==> src/rtl/cla_arb_if.sv <==
// Requester/response bundle for cla_arb. Sub-select signals exist only with CLA_ARB_SUB_EN.
interface cla_arb_if;
  logic        req0_valid;
  logic        req0_ready;
  logic [31:0] req0_a;
  logic [31:0] req0_b;
  logic        req0_ci;
  logic        req1_valid;
  logic        req1_ready;
  logic [31:0] req1_a;
  logic [31:0] req1_b;
  logic        req1_ci;
`ifdef CLA_ARB_SUB_EN
  logic        req0_sub;
  logic        req1_sub;
`endif
  logic        rsp_valid;
  logic        rsp_ready;
  logic        rsp_id;
  logic [31:0] rsp_s;
  logic        rsp_co;

  modport slave (
`ifdef CLA_ARB_SUB_EN
    input  req0_sub, req1_sub,
`endif
    input  req0_valid, req0_a, req0_b, req0_ci,
    input  req1_valid, req1_a, req1_b, req1_ci,
    input  rsp_ready,
    output req0_ready, req1_ready,
    output rsp_valid, rsp_id, rsp_s, rsp_co
  );

  modport master (
`ifdef CLA_ARB_SUB_EN
    output req0_sub, req1_sub,
`endif
    output req0_valid, req0_a, req0_b, req0_ci,
    output req1_valid, req1_a, req1_b, req1_ci,
    output rsp_ready,
    input  req0_ready, req1_ready,
    input  rsp_valid, rsp_id, rsp_s, rsp_co
  );
endinterface

==> src/rtl/cla_arb.sv <==
// Two-requester round-robin front end sharing one 32-bit carry-lookahead adder (2-stage pipe).
// Optional subtract support is enabled by defining CLA_ARB_SUB_EN.
module cla_arb (
  input logic      clk,
  input logic      reset_n,
  cla_arb_if.slave bus
);

  logic        v1_q, v1_d;
  logic [31:0] a_q, a_d, b_q, b_d;
  logic        ci_q, ci_d, id_q, id_d;
`ifdef CLA_ARB_SUB_EN
  logic        sub_q, sub_d;
`endif
  logic        last_grant_q, last_grant_d;
  logic        rsp_valid_q, rsp_valid_d;
  logic        rsp_id_q, rsp_id_d;
  logic [31:0] rsp_s_q, rsp_s_d;
  logic        rsp_co_q, rsp_co_d;

  logic        adv1, adv2, grant, xfer;
  logic [31:0] op_b, sum;
  logic        op_ci, cout;

  always_comb begin
    adv2 = !rsp_valid_q || bus.rsp_ready;
    adv1 = !v1_q || adv2;
    // Under contention the requester that did not win last time is served.
    if (bus.req0_valid && bus.req1_valid) grant = !last_grant_q;
    else                                  grant = bus.req1_valid;
  end

  assign bus.req0_ready = adv1 && !grant && bus.req0_valid;
  assign bus.req1_ready = adv1 && grant && bus.req1_valid;
  assign xfer           = bus.req0_ready || bus.req1_ready;

  always_comb begin
    v1_d         = v1_q;
    a_d          = a_q;
    b_d          = b_q;
    ci_d         = ci_q;
    id_d         = id_q;
    last_grant_d = last_grant_q;
`ifdef CLA_ARB_SUB_EN
    sub_d        = sub_q;
`endif
    if (adv1) begin
      v1_d = xfer;
      if (xfer) begin
        id_d         = grant;
        last_grant_d = grant;
        a_d          = grant ? bus.req1_a  : bus.req0_a;
        b_d          = grant ? bus.req1_b  : bus.req0_b;
        ci_d         = grant ? bus.req1_ci : bus.req0_ci;
`ifdef CLA_ARB_SUB_EN
        sub_d        = grant ? bus.req1_sub : bus.req0_sub;
`endif
      end
    end
  end

  always_comb begin
`ifdef CLA_ARB_SUB_EN
    op_b  = b_q ^ {32{sub_q}};
    op_ci = ci_q ^ sub_q;
`else
    op_b  = b_q;
    op_ci = ci_q;
`endif
  end

  // 4-bit lookahead groups, group carries rippled through group generate/propagate.
  always_comb begin : cla32
    logic [31:0] g, p, c;
    logic [7:0]  gg, gp;
    logic [8:0]  cg;
    g     = a_q & op_b;
    p     = a_q ^ op_b;
    c     = '0;
    gg    = '0;
    gp    = '0;
    cg    = '0;
    cg[0] = op_ci;
    for (int k = 0; k < 8; k++) begin
      gg[k]      = g[4*k+3] | (p[4*k+3] & g[4*k+2]) | (&p[4*k+2 +: 2] & g[4*k+1])
                 | (&p[4*k+1 +: 3] & g[4*k]);
      gp[k]      = &p[4*k +: 4];
      c[4*k]     = cg[k];
      c[4*k+1]   = g[4*k] | (p[4*k] & cg[k]);
      c[4*k+2]   = g[4*k+1] | (p[4*k+1] & g[4*k]) | (&p[4*k +: 2] & cg[k]);
      c[4*k+3]   = g[4*k+2] | (p[4*k+2] & g[4*k+1]) | (&p[4*k+1 +: 2] & g[4*k])
                 | (&p[4*k +: 3] & cg[k]);
      cg[k+1]    = gg[k] | (gp[k] & cg[k]);
    end
    sum  = p ^ c;
    cout = cg[8];
  end

  always_comb begin
    rsp_valid_d = rsp_valid_q;
    rsp_id_d    = rsp_id_q;
    rsp_s_d     = rsp_s_q;
    rsp_co_d    = rsp_co_q;
    if (adv2) begin
      rsp_valid_d = v1_q;
      rsp_id_d    = id_q;
      rsp_s_d     = sum;
      rsp_co_d    = cout;
    end
  end

  always_ff @(posedge clk or negedge reset_n) begin
    if (!reset_n) begin
      v1_q         <= 1'b0;
      a_q          <= '0;
      b_q          <= '0;
      ci_q         <= 1'b0;
      id_q         <= 1'b0;
      last_grant_q <= 1'b1;
`ifdef CLA_ARB_SUB_EN
      sub_q        <= 1'b0;
`endif
      rsp_valid_q  <= 1'b0;
      rsp_id_q     <= 1'b0;
      rsp_s_q      <= '0;
      rsp_co_q     <= 1'b0;
    end else begin
      v1_q         <= v1_d;
      a_q          <= a_d;
      b_q          <= b_d;
      ci_q         <= ci_d;
      id_q         <= id_d;
      last_grant_q <= last_grant_d;
`ifdef CLA_ARB_SUB_EN
      sub_q        <= sub_d;
`endif
      rsp_valid_q  <= rsp_valid_d;
      rsp_id_q     <= rsp_id_d;
      rsp_s_q      <= rsp_s_d;
      rsp_co_q     <= rsp_co_d;
    end
  end

  assign bus.rsp_valid = rsp_valid_q;
  assign bus.rsp_id    = rsp_id_q;
  assign bus.rsp_s     = rsp_s_q;
  assign bus.rsp_co    = rsp_co_q;

endmodule

==> src/flat_wrapper.sv <==
// flat-port wrapper written by rule: the top's interface ports become plain ports
module cla_arb_flat 
  (clk, reset_n, bus_req0_valid, bus_req0_a, bus_req0_b, bus_req0_ci, bus_req1_valid, bus_req1_a, bus_req1_b, bus_req1_ci, bus_rsp_ready, bus_req0_ready, bus_req1_ready, bus_rsp_valid, bus_rsp_id, bus_rsp_s, bus_rsp_co);
  cla_arb_if bus_i ();
  input logic clk;
  input logic reset_n;
  input wire logic [$bits(bus_i.req0_valid)-1:0] bus_req0_valid;
  input wire logic [$bits(bus_i.req0_a)-1:0] bus_req0_a;
  input wire logic [$bits(bus_i.req0_b)-1:0] bus_req0_b;
  input wire logic [$bits(bus_i.req0_ci)-1:0] bus_req0_ci;
  input wire logic [$bits(bus_i.req1_valid)-1:0] bus_req1_valid;
  input wire logic [$bits(bus_i.req1_a)-1:0] bus_req1_a;
  input wire logic [$bits(bus_i.req1_b)-1:0] bus_req1_b;
  input wire logic [$bits(bus_i.req1_ci)-1:0] bus_req1_ci;
  input wire logic [$bits(bus_i.rsp_ready)-1:0] bus_rsp_ready;
  output wire logic [$bits(bus_i.req0_ready)-1:0] bus_req0_ready;
  output wire logic [$bits(bus_i.req1_ready)-1:0] bus_req1_ready;
  output wire logic [$bits(bus_i.rsp_valid)-1:0] bus_rsp_valid;
  output wire logic [$bits(bus_i.rsp_id)-1:0] bus_rsp_id;
  output wire logic [$bits(bus_i.rsp_s)-1:0] bus_rsp_s;
  output wire logic [$bits(bus_i.rsp_co)-1:0] bus_rsp_co;
  assign bus_i.req0_valid = bus_req0_valid;
  assign bus_i.req0_a = bus_req0_a;
  assign bus_i.req0_b = bus_req0_b;
  assign bus_i.req0_ci = bus_req0_ci;
  assign bus_i.req1_valid = bus_req1_valid;
  assign bus_i.req1_a = bus_req1_a;
  assign bus_i.req1_b = bus_req1_b;
  assign bus_i.req1_ci = bus_req1_ci;
  assign bus_i.rsp_ready = bus_rsp_ready;
  assign bus_req0_ready = bus_i.req0_ready;
  assign bus_req1_ready = bus_i.req1_ready;
  assign bus_rsp_valid = bus_i.rsp_valid;
  assign bus_rsp_id = bus_i.rsp_id;
  assign bus_rsp_s = bus_i.rsp_s;
  assign bus_rsp_co = bus_i.rsp_co;
  cla_arb u_core (.clk(clk), .reset_n(reset_n), .bus(bus_i));
endmodule
==> config.mk <==
export PLATFORM = sky130hd
export DESIGN_NAME = cla_arb_flat
export DESIGN_NICKNAME = d
export VERILOG_FILES = /design/src/rtl/cla_arb_if.sv /design/src/rtl/cla_arb.sv /design/src/flat_wrapper.sv
export SDC_FILE = /design/constraint.sdc
export NUM_CORES = 1
export LEC_CHECK = 0
export ABC_CLOCK_PERIOD_IN_PS = 3700
export CAP_MARGIN = 20
export CORE_ASPECT_RATIO = 1.75
export CORE_MARGIN = 2
export CORE_UTILIZATION = 47
export DETAILED_ROUTE_END_ITERATION = 7
export PLACE_DENSITY = 0.76
export REMOVE_ABC_BUFFERS = 1
export SYNTH_ARGS = -nofsm -noshare
export SYNTH_HDL_FRONTEND = slang
export SYNTH_SLANG_ARGS = --single-unit
==> constraint.sdc <==
create_clock -name clk -period 3.7 [get_ports clk]
set_input_delay 0.74 -clock clk [delete_from_list [all_inputs] [get_ports clk]]
set_output_delay 0.74 -clock clk [all_outputs]
set_load 0.05 [all_outputs]
# Word level (Yosys, flattened, before mapping)
# Index checks and enable logic that the tools add are counted.
# classes
muxes,4
reduce_logical,61
n_bitwise,163
# op_table
op,count
bitwise AND 1 bit,80
bitwise OR 1 bit,80
two-way mux 32 bit,2
bitwise XOR 32 bit,2
AND reduction 2 bit,25
AND reduction 3 bit,16
bitwise AND 32 bit,1
AND reduction 4 bit,8
logical AND 1 bit,5
zero test 1 bit,4
logical OR 1 bit,3
two-way mux 1 bit,2
# totals
output_inout_bits,37
word_cells,238
in_bits,135
register_bits,103

# Logic depth before layout (Yosys ltp)
# Gate-level depths: netlist of run 1.
# depth
depth_word,21
depth_mapped,12
mapped_depth_nobuf,12

# Worst setup path after synthesis of run 1
# No wires, ideal clock.
# synth_timing
path_kind,input to output
startpoint,input bus_req1_valid
endpoint,output bus_req0_ready
n_path_buf,2
setup_slack_ns,0.881
t_arrival_ns,2.079
path_stages,4
t_required_ns,2.960
path_cell_list,a21boi_1 buf_2 buf_1 nor2_1
# synth_via
elab_chain_cells,5
# synth_lines
element,line,text
from (decl),flat_wrapper.sv:11,input wire logic [$bits(bus_i.req1_valid)-1:0] bus_req1_valid;
logical AND 1 bit,cla_arb.sv:29,if (bus.req0_valid && bus.req1_valid) grant = !last_grant_q;
two-way mux 1 bit (*),cla_arb.sv:29,
zero test 1 bit (*),cla_arb.sv:33,assign bus.req0_ready = adv1 && !grant && bus.req0_valid;
logical AND 1 bit (*) (2 in a row),cla_arb.sv:33,
to (decl),flat_wrapper.sv:16,output wire logic [$bits(bus_i.req0_ready)-1:0] bus_req0_ready;
# Mark *: on every way between the ends. The rest lies on a longest branch, timed or not.

# Final worst setup path of run 1
# layout_timing
startpoint,register u_core.b_q[1]
endpoint,register u_core.rsp_s_q[25] (netlist: u_core.bus.rsp_s[25])
# layout_via
elab_chain_cells,18
word_cells_on_any_way,23
classes_between,bitwise: 21; reduce/logical: 2
# layout_lines
element,line,text
from (decl),cla_arb.sv:10,"logic [31:0] a_q, a_d, b_q, b_d;"
from (signal assigned),cla_arb.sv:116,b_q <= '0;
from (signal assigned),cla_arb.sv:130,b_q <= b_d;
bitwise XOR 32 bit or bitwise AND 32 bit (tied branches),"cla_arb.sv:78, cla_arb.sv:77",
AND reduction 3 bit or bitwise AND 1 bit (tied branches),"cla_arb.sv:86, cla_arb.sv:85",
bitwise AND 1 bit or bitwise OR 1 bit (tied branches),"cla_arb.sv:86, cla_arb.sv:85",
bitwise OR 1 bit,cla_arb.sv:86,| (&p[4*k+1 +: 3] & g[4*k]);
bitwise OR 1 bit (*),cla_arb.sv:93,cg[k+1] = gg[k] | (gp[k] & cg[k]);
bitwise AND 1 bit (*),cla_arb.sv:93,
bitwise OR 1 bit (*),cla_arb.sv:93,
bitwise AND 1 bit (*),cla_arb.sv:93,
[... 2 more ...],--,
bitwise OR 1 bit (*),cla_arb.sv:93,
bitwise AND 1 bit (*),cla_arb.sv:93,
bitwise OR 1 bit (*),cla_arb.sv:93,
bitwise AND 1 bit (*),cla_arb.sv:93,
bitwise OR 1 bit (*),cla_arb.sv:93,
bitwise AND 1 bit (*),cla_arb.sv:89,c[4*k+1] = g[4*k] | (p[4*k] & cg[k]);
bitwise OR 1 bit (*),cla_arb.sv:89,
bitwise XOR 32 bit (*),cla_arb.sv:95,sum = p ^ c;
to (signal assigned),cla_arb.sv:139,rsp_s_q <= rsp_s_d;
to (decl),cla_arb.sv:18,"logic [31:0] rsp_s_q, rsp_s_d;"
# Marks and branches as above.
# A chain may end at the register's enable or synchronous reset.

==> results.toml, run 1 <==
[status]
run_status = "finished clean"

[drt]
vias = 4721
drt-vias-per-instance = 5.40
wl_per_cell_um = 16.2
highest_layer = "met4"
first_pass_iters = 4
met2WireLength_um = 7780
route.met3.wl_um = 558
routed_wl_um = 14200
wl_met1_um = 5310
drtAntennaViolNets = 0
drc_errors = 0
drt_iter0_drc = 121

[timing]
finalHoldViolations = 0
finalCriticalPeriod_ps = 2930
finalCritPeriodShare_pct = 79.1
setup_tns_ps = 0
finalSetupViolCount = 0
worst_pin_slew_ps = 815
max-slew-margin-rel_pct = 45.7
fmax_mhz = 342
drv_slew = 0
clock_skew_ps = 9.09
rsz0062_at_grt = "no"
worst_hold_slack_ps = 458

[floorplan]
die_w_um = 86.4
rows = 52
fp.coreArea_um2 = 11600
ios = 172
die_area_um2 = 12800
dieHeight_um = 148
start_util_pct = 48.2

[cts]
clk_path_buf_depth = 2
post_cts_buffers = 0
cts_hold_buf = 0
clock_latency_ps = 340
clock-sinks = 103
htreeDepth = 3
cts.clk_slew.worst_paths_ps = 70
cts_inserted_buffers = 9
tritoncts = "yes"
cts_root_buf = "clkbuf_16"
cts_resized = 0

[placed_design]
placedCellCount = 858
io_buffers = 171
gp_congestion = 0.861
dp_hpwl_um = 10900

[synth]
synth_largest_area_cell = "dfrtp_1"
synth_edf_count = 0
synthSimpleGateAreaFrac_pct = 12.3
synth_cells = 570
yosysWarnings = 0
synth_mux_area_share_pct = 11.6
synth_ff_type = "dfrtp_1"
synth-seq-cells = 103
async_flop_share_pct = 100
synth_top_cells_by_area = "dfrtp_1 46%, mux2i_1 12%, a21oi_1 8.1%, ha_1 7.2%, nor2_1 5.8%"
synth_xor_area_share_pct = 2.98
yosysSeqAreaShare_pct = 46.2
synthDistinctLibCells = 42
synth_compound_area_share_pct = 14.6
synth_top_family_by_area = "compound AO/OA/AOI/OAI gates"
netlist_area_um2 = 5590
yosys.area.top_type_share_pct = 45.7
syn_avg_cell_area_um2 = 9.80
synthAdderAreaFrac_pct = 10.0

[power_and_ir_drop]
p_seq_share_pct = 32.3
clkPwrFrac_pct = 20.7
p_comb_share_pct = 47.0
power_density_nw_per_um2 = 644
internal_power_mw = 2.99
switchingPower_mw = 2.03
p_leak_nw = 3.37
peakVddDrop_mv = 0.413
finalPower_mw = 5.02
swShare_pct = 40.5

[layout]
drive_above_1_share_pct = 5.28
finalNonFillerCells = 874
fin_nets = 909
n_antenna_cell = 0
nFillCells = 956
syn_to_final_growth_pct = 39.7

[global_routing]
antenna_found_initial = 0
grt_pass1_wl_um = 23400
gr-usage-all-layers_pct = 23.1
grt_max_degree = 67
grt_overflow = 0
first_global_vias = 5130

[critical_path]
critPathCaptureType = "register"
crit_path_max_fanout = 4
start_kind = "register"
arrival_ps = 3140
worstSetupPathType = "reg -> reg"
worst_ep_required_time_ps = 3910
r2r_cells = 11

[min_path]
hold_class = "in -> async"

[job]
drv_cap = 0
-- critical path, stage by stage, from the launching register on --
cell and delay [ps]:
dfrtp_1 380, ha_1 340, o21ai_0 320, o21bai_2 140, nand3_2 100, a21oi_2 70
a31o_2 250, nor2b_1 160, or3_1 350, fa_1 450, xnor2_1 150, o21ai_0 80
-- metal layers --
layer	vias up	global-route usage [%]
li1	2313	-
met1	2239	26.0
met2	133	41.9
met3	36	3.50
met4	0	11.0
met5	-	0
-- logic make-up (layout without fill, tap and decap cells) --
family / count (synthesis) / count (layout)
AOI/OAI and AO/OA: 144 / 144
DFF: 103 / 103
xor gates and xnor gates: 19 / 19
muxes: 65 / 65
and+or+nand+nor: 165 / 165
adders and majority gates: 40 / 40
buffers and inverters: 34 / 203
-- final timing paths --
| check | slack [ps] | to | start |
|---|---|---|---|
| hold / removal | 460 | u_core.ci_q$_DFFE_PN0P_ | reset_n |
| setup reg to reg | 770 | u_core.bus.rsp_s[25]$_DFFE_PN0P_ | u_core.b_q[1]$_DFFE_PN0P_ |
| min in group clk | 470 | u_core.bus.rsp_s[8]$_DFFE_PN0P_ | u_core.bus.rsp_s[8]$_DFFE_PN0P_ |
| setup / recovery | 770 | u_core.bus.rsp_s[25]$_DFFE_PN0P_ | u_core.b_q[1]$_DFFE_PN0P_ |
| hold reg to reg | 470 | u_core.bus.rsp_s[8]$_DFFE_PN0P_ | u_core.bus.rsp_s[8]$_DFFE_PN0P_ |
| max in group asynchronous | 2410 | u_core.a_q[22]$_DFFE_PN0P_ | reset_n |
-- cells in the final DEF, fill, tap and decap left out, types with 4 or more instances in the layout --
cell type        count
a21o_1               8
a21oi_1             89
buf_4               12
clkbuf_16            9
clkdlybuf4s50_1    168
dfrtp_1            102
fa_1                 8
ha_1                32
inv_1                6
mux2i_1             65
nand2_1             53
nand2b_1             4
nor2_1              86
o21ai_0             19
o21ai_1              6
xnor2_1             10
xor2_1               9
-- sequential cells by signal (all words and copies together) (netlist names) --
name and flops:
u_core.bus.rsp_valid 1, u_core.v1_q 1, u_core.bus.rsp_id 1, u_core.bus.rsp_s 32, u_core.id_q 1, u_core.b_q 32
u_core.last_grant_q 1, u_core.bus.rsp_co 1, u_core.a_q 32, u_core.ci_q 1
-- power by group through the flow --
stage                     Clock (mW)  Sequential (mW)  Combinational (mW)
after global placement             0             1.62                2.29
final                           1.04             1.62                2.36
after global routing            1.10             1.66                2.56
after CTS                       1.05             1.62                2.38
after detailed placement           0             1.64                2.35
after floorplan                    0             2.22               0.974
-- area by class of cell --
| cell class | instances | area [um^2] | share of cell area [%] |
|---|---|---|---|
| Clock inverter | 4 | 77.6 | 0.994 |
| Inverter | 6 | 22.5 | 0.289 |
| Multi-Input combinational cell | 433 | 2910 | 37.3 |
| Clock buffer | 12 | 256 | 3.29 |
| Sequential cell | 103 | 2580 | 33.0 |
| Timing Repair Buffer | 181 | 1790 | 23.0 |
| Tap cell | 135 | 169 | 2.16 |
-- synthesized netlist by cell type, types with 2 or more instances --
master	instances
o21ai_0	19
a31o_1	2
and3_1	2
nand2b_1	4
buf_1	7
dfrtp_1	102
nor2_1	86
nor3_1	3
nand3_1	2
o31ai_1	3
nor2b_1	4
and2_1	3
o21ai_1	6
xnor2_1	10
ha_1	32
a21o_1	8
xor2_1	9
mux2i_1	65
fa_1	8
a21oi_1	90
a211oi_1	2
a221oi_1	2
clkbuf_1	20
or3_1	3
a21oi_2	3
nand2_1	53
nand4_1	2
inv_1	6
-- per-stage QoR --
stage	setup WS (ps)	instance area, um^2	utilization [%]
global route	554	7800	67.4
floorplan	-3700	5480	-
CTS	749	7800	67.4
finish	772	7800	67.4
detailed placement	790	7470	64.5
global placement	888	7470	64.5
No activity file was read; power rests on OpenSTA's default activity.
==> run 2, diff against run 1 <==
- ABC_CLOCK_PERIOD_IN_PS: 3700 -> 2500
- CORE_UTILIZATION: 47 -> 43
- PLACE_DENSITY: 0.76 -> 0.73
- clock period: 3.7 -> 2.5 ns (I/O delays scaled with it)
==> run 2 against run 1 <==
Compared with the run above:
- first-iteration DRC count up 60%
- largest power group unchanged
- non-clock buffer count increased by 50
- maximum frequency grew 10%
- sequential cell count is the same
- hold slack worse by 300 ps
- worst setup slack worse by 920 ps
- critical path depth did not move
- the flow now finishes with violations (setup timing)
- die area up 9.0%
- utilization down 0.61 points
- combinational power grew 75%
- routed wire length is 4.5% higher
- clock-buffer cell count shrank 2
==> results.toml, run 2 (synthesis gave the netlist of run 1 again) <==
[status]
run_status = "finished, violations left"
violations = "setup timing"

[power_and_ir_drop]
internal_power_mw = 4.74
p_leak_nw = 3.65
finalPower_mw = 7.98
clkPwrFrac_pct = 17.9
p_comb_share_pct = 51.8
power_density_nw_per_um2 = 933
peakVddDrop_mv = 0.626
swShare_pct = 40.5
switchingPower_mw = 3.23
p_seq_share_pct = 30.3

[floorplan]
die_w_um = 90.2
fp.coreArea_um2 = 12800
dieHeight_um = 155
die_area_um2 = 14000
rows = 55
start_util_pct = 43.6
ios = 172

[timing]
finalCriticalPeriod_ps = 2650
setup_tns_ps = -680
fmax_mhz = 377
finalSetupViolCount = 10
worst_pin_slew_ps = 590
clock_skew_ps = 10.9
rsz0062_at_grt = "yes"
finalHoldViolations = 0
max-slew-margin-rel_pct = 60.5
finalCritPeriodShare_pct = 106
setup_slack_ps = -152
drv_slew = 0
worst_hold_slack_ps = 160

[drt]
drtAntennaViolNets = 0
drt_iter0_drc = 194
first_pass_iters = 5
wl_per_cell_um = 15.4
vias = 4962
routed_wl_um = 14800
drt-vias-per-instance = 5.17
drc_errors = 0

[layout]
syn_to_final_growth_pct = 53.0
fin_nets = 959
nFillCells = 993
drive_above_1_share_pct = 16.1
layout_commonest_cell = "clkdlybuf4s50_1"
n_antenna_cell = 0
final_cell_mix = "168 x clkdlybuf4s50_1, 102 x dfrtp_1, 85 x nor2_1"

[cts]
clock_latency_ps = 350
cts_inserted_buffers = 9
clock-sinks = 103
cts.clk_slew.worst_paths_ps = 70
cts_hold_buf = 0
htreeDepth = 3
cts_root_buf = "clkbuf_16"
clk_path_buf_depth = 2
tritoncts = "yes"

[global_routing]
grt_overflow = 0
antenna_found_initial = 0
first_global_vias = 5138
grt_max_degree = 75
gr-usage-all-layers_pct = 20.9
grt_pass1_wl_um = 23700

[critical_path]
crit_path_max_fanout = 4
critPathCaptureType = "register"
worst_ep_required_time_ps = 2730
arrival_ps = 2880
worstSetupPathType = "reg -> reg"
start_kind = "register"

[placed_design]
gp_congestion = 0.797
dp_hpwl_um = 10900
io_buffers = 171

[job]
drv_cap = 0

[min_path]
hold_class = "in -> async"
[run 2: power groups by stage]
stage / registers, mW / clock network (mW) / logic [mW]
after floorplan: 3.29 / 0 / 1.44
after global placement: 2.40 / 0 / 3.63
after detailed placement: 2.42 / 0 / 3.72
after CTS: 2.40 / 1.45 / 3.90
after global routing: 2.46 / 1.53 / 4.43
final: 2.42 / 1.42 / 4.13
[run 2: cell type report]
class                           instances  area [um^2]  share of cell area [%]
Multi-Input combinational cell        433         3200                    37.4
Sequential cell                       103         2580                    30.2
Timing Repair Buffer                  231         2220                    26.0
Clock buffer                           10          239                    2.80
Tap cell                              171          214                    2.50
Clock inverter                          6         68.8                   0.805
Inverter                                6         22.5                   0.263
[run 2: routing by layer]
layer | global-route usage, % | up-vias | share of wire, %
met2 | 40.0 | 139 | 56
met3 | 3.26 | 34 | 4.0
met4 | 8.57 | 0 | 3.2
li1 | - | 2401 | -
met1 | 22.8 | 2388 | 37
met5 | 0 | - | 0
[run 2: what timing repair did]
action	CTS	global route
pin swaps	22	19
endpoints found under the hold margin	0	0
gates resized for setup	24	31
endpoints found under the setup margin	11	19
buffers inserted	9	5
[run 2: final timing paths]
check                           slack (ps)                               end  depth (start not counted)                        startpoint
worst max register to register        -150  u_core.bus.rsp_s[31]$_DFFE_PN0P_                         11        u_core.b_q[15]$_DFFE_PN0P_
worst min-delay path                   160        u_core.b_q[27]$_DFFE_PN0P_                          1                           reset_n
max in group asynchronous             1630   u_core.last_grant_q$_DFFE_PN1P_                          2                           reset_n
worst max-delay path                  -150  u_core.bus.rsp_s[31]$_DFFE_PN0P_                         11        u_core.b_q[15]$_DFFE_PN0P_
worst min register to register         470  u_core.bus.rsp_s[16]$_DFFE_PN0P_                          2  u_core.bus.rsp_s[16]$_DFFE_PN0P_
min in group clk                       470  u_core.bus.rsp_s[16]$_DFFE_PN0P_                          2  u_core.bus.rsp_s[16]$_DFFE_PN0P_
[run 2: worst max-delay path, cell delays in order (launching register included)]
cell	delay (ps)
dfrtp_1	410
ha_4	280
a21oi_4	160
o21ai_1	100
a21oi_1	200
o31ai_2	90
a31o_2	250
buf_6	120
a21o_4	200
a41o_1	240
or3_1	300
a31o_1	180
[run 2: through the flow]
| step | setup slack [ps] | cell area [um^2] | util, % | instances |
|---|---|---|---|---|
| 2_1_floorplan | -4420 | 5480 | - | 542 |
| 3_3_place_gp | -237 | 7840 | 61.3 | 931 |
| 3_5_place_dp | -317 | 7840 | 61.3 | 931 |
| 4_1_cts | -147 | 8310 | 64.9 | 956 |
| 5_1_grt | -241 | 8550 | 66.8 | 960 |
| 6_report | -152 | 8550 | 66.8 | 960 |
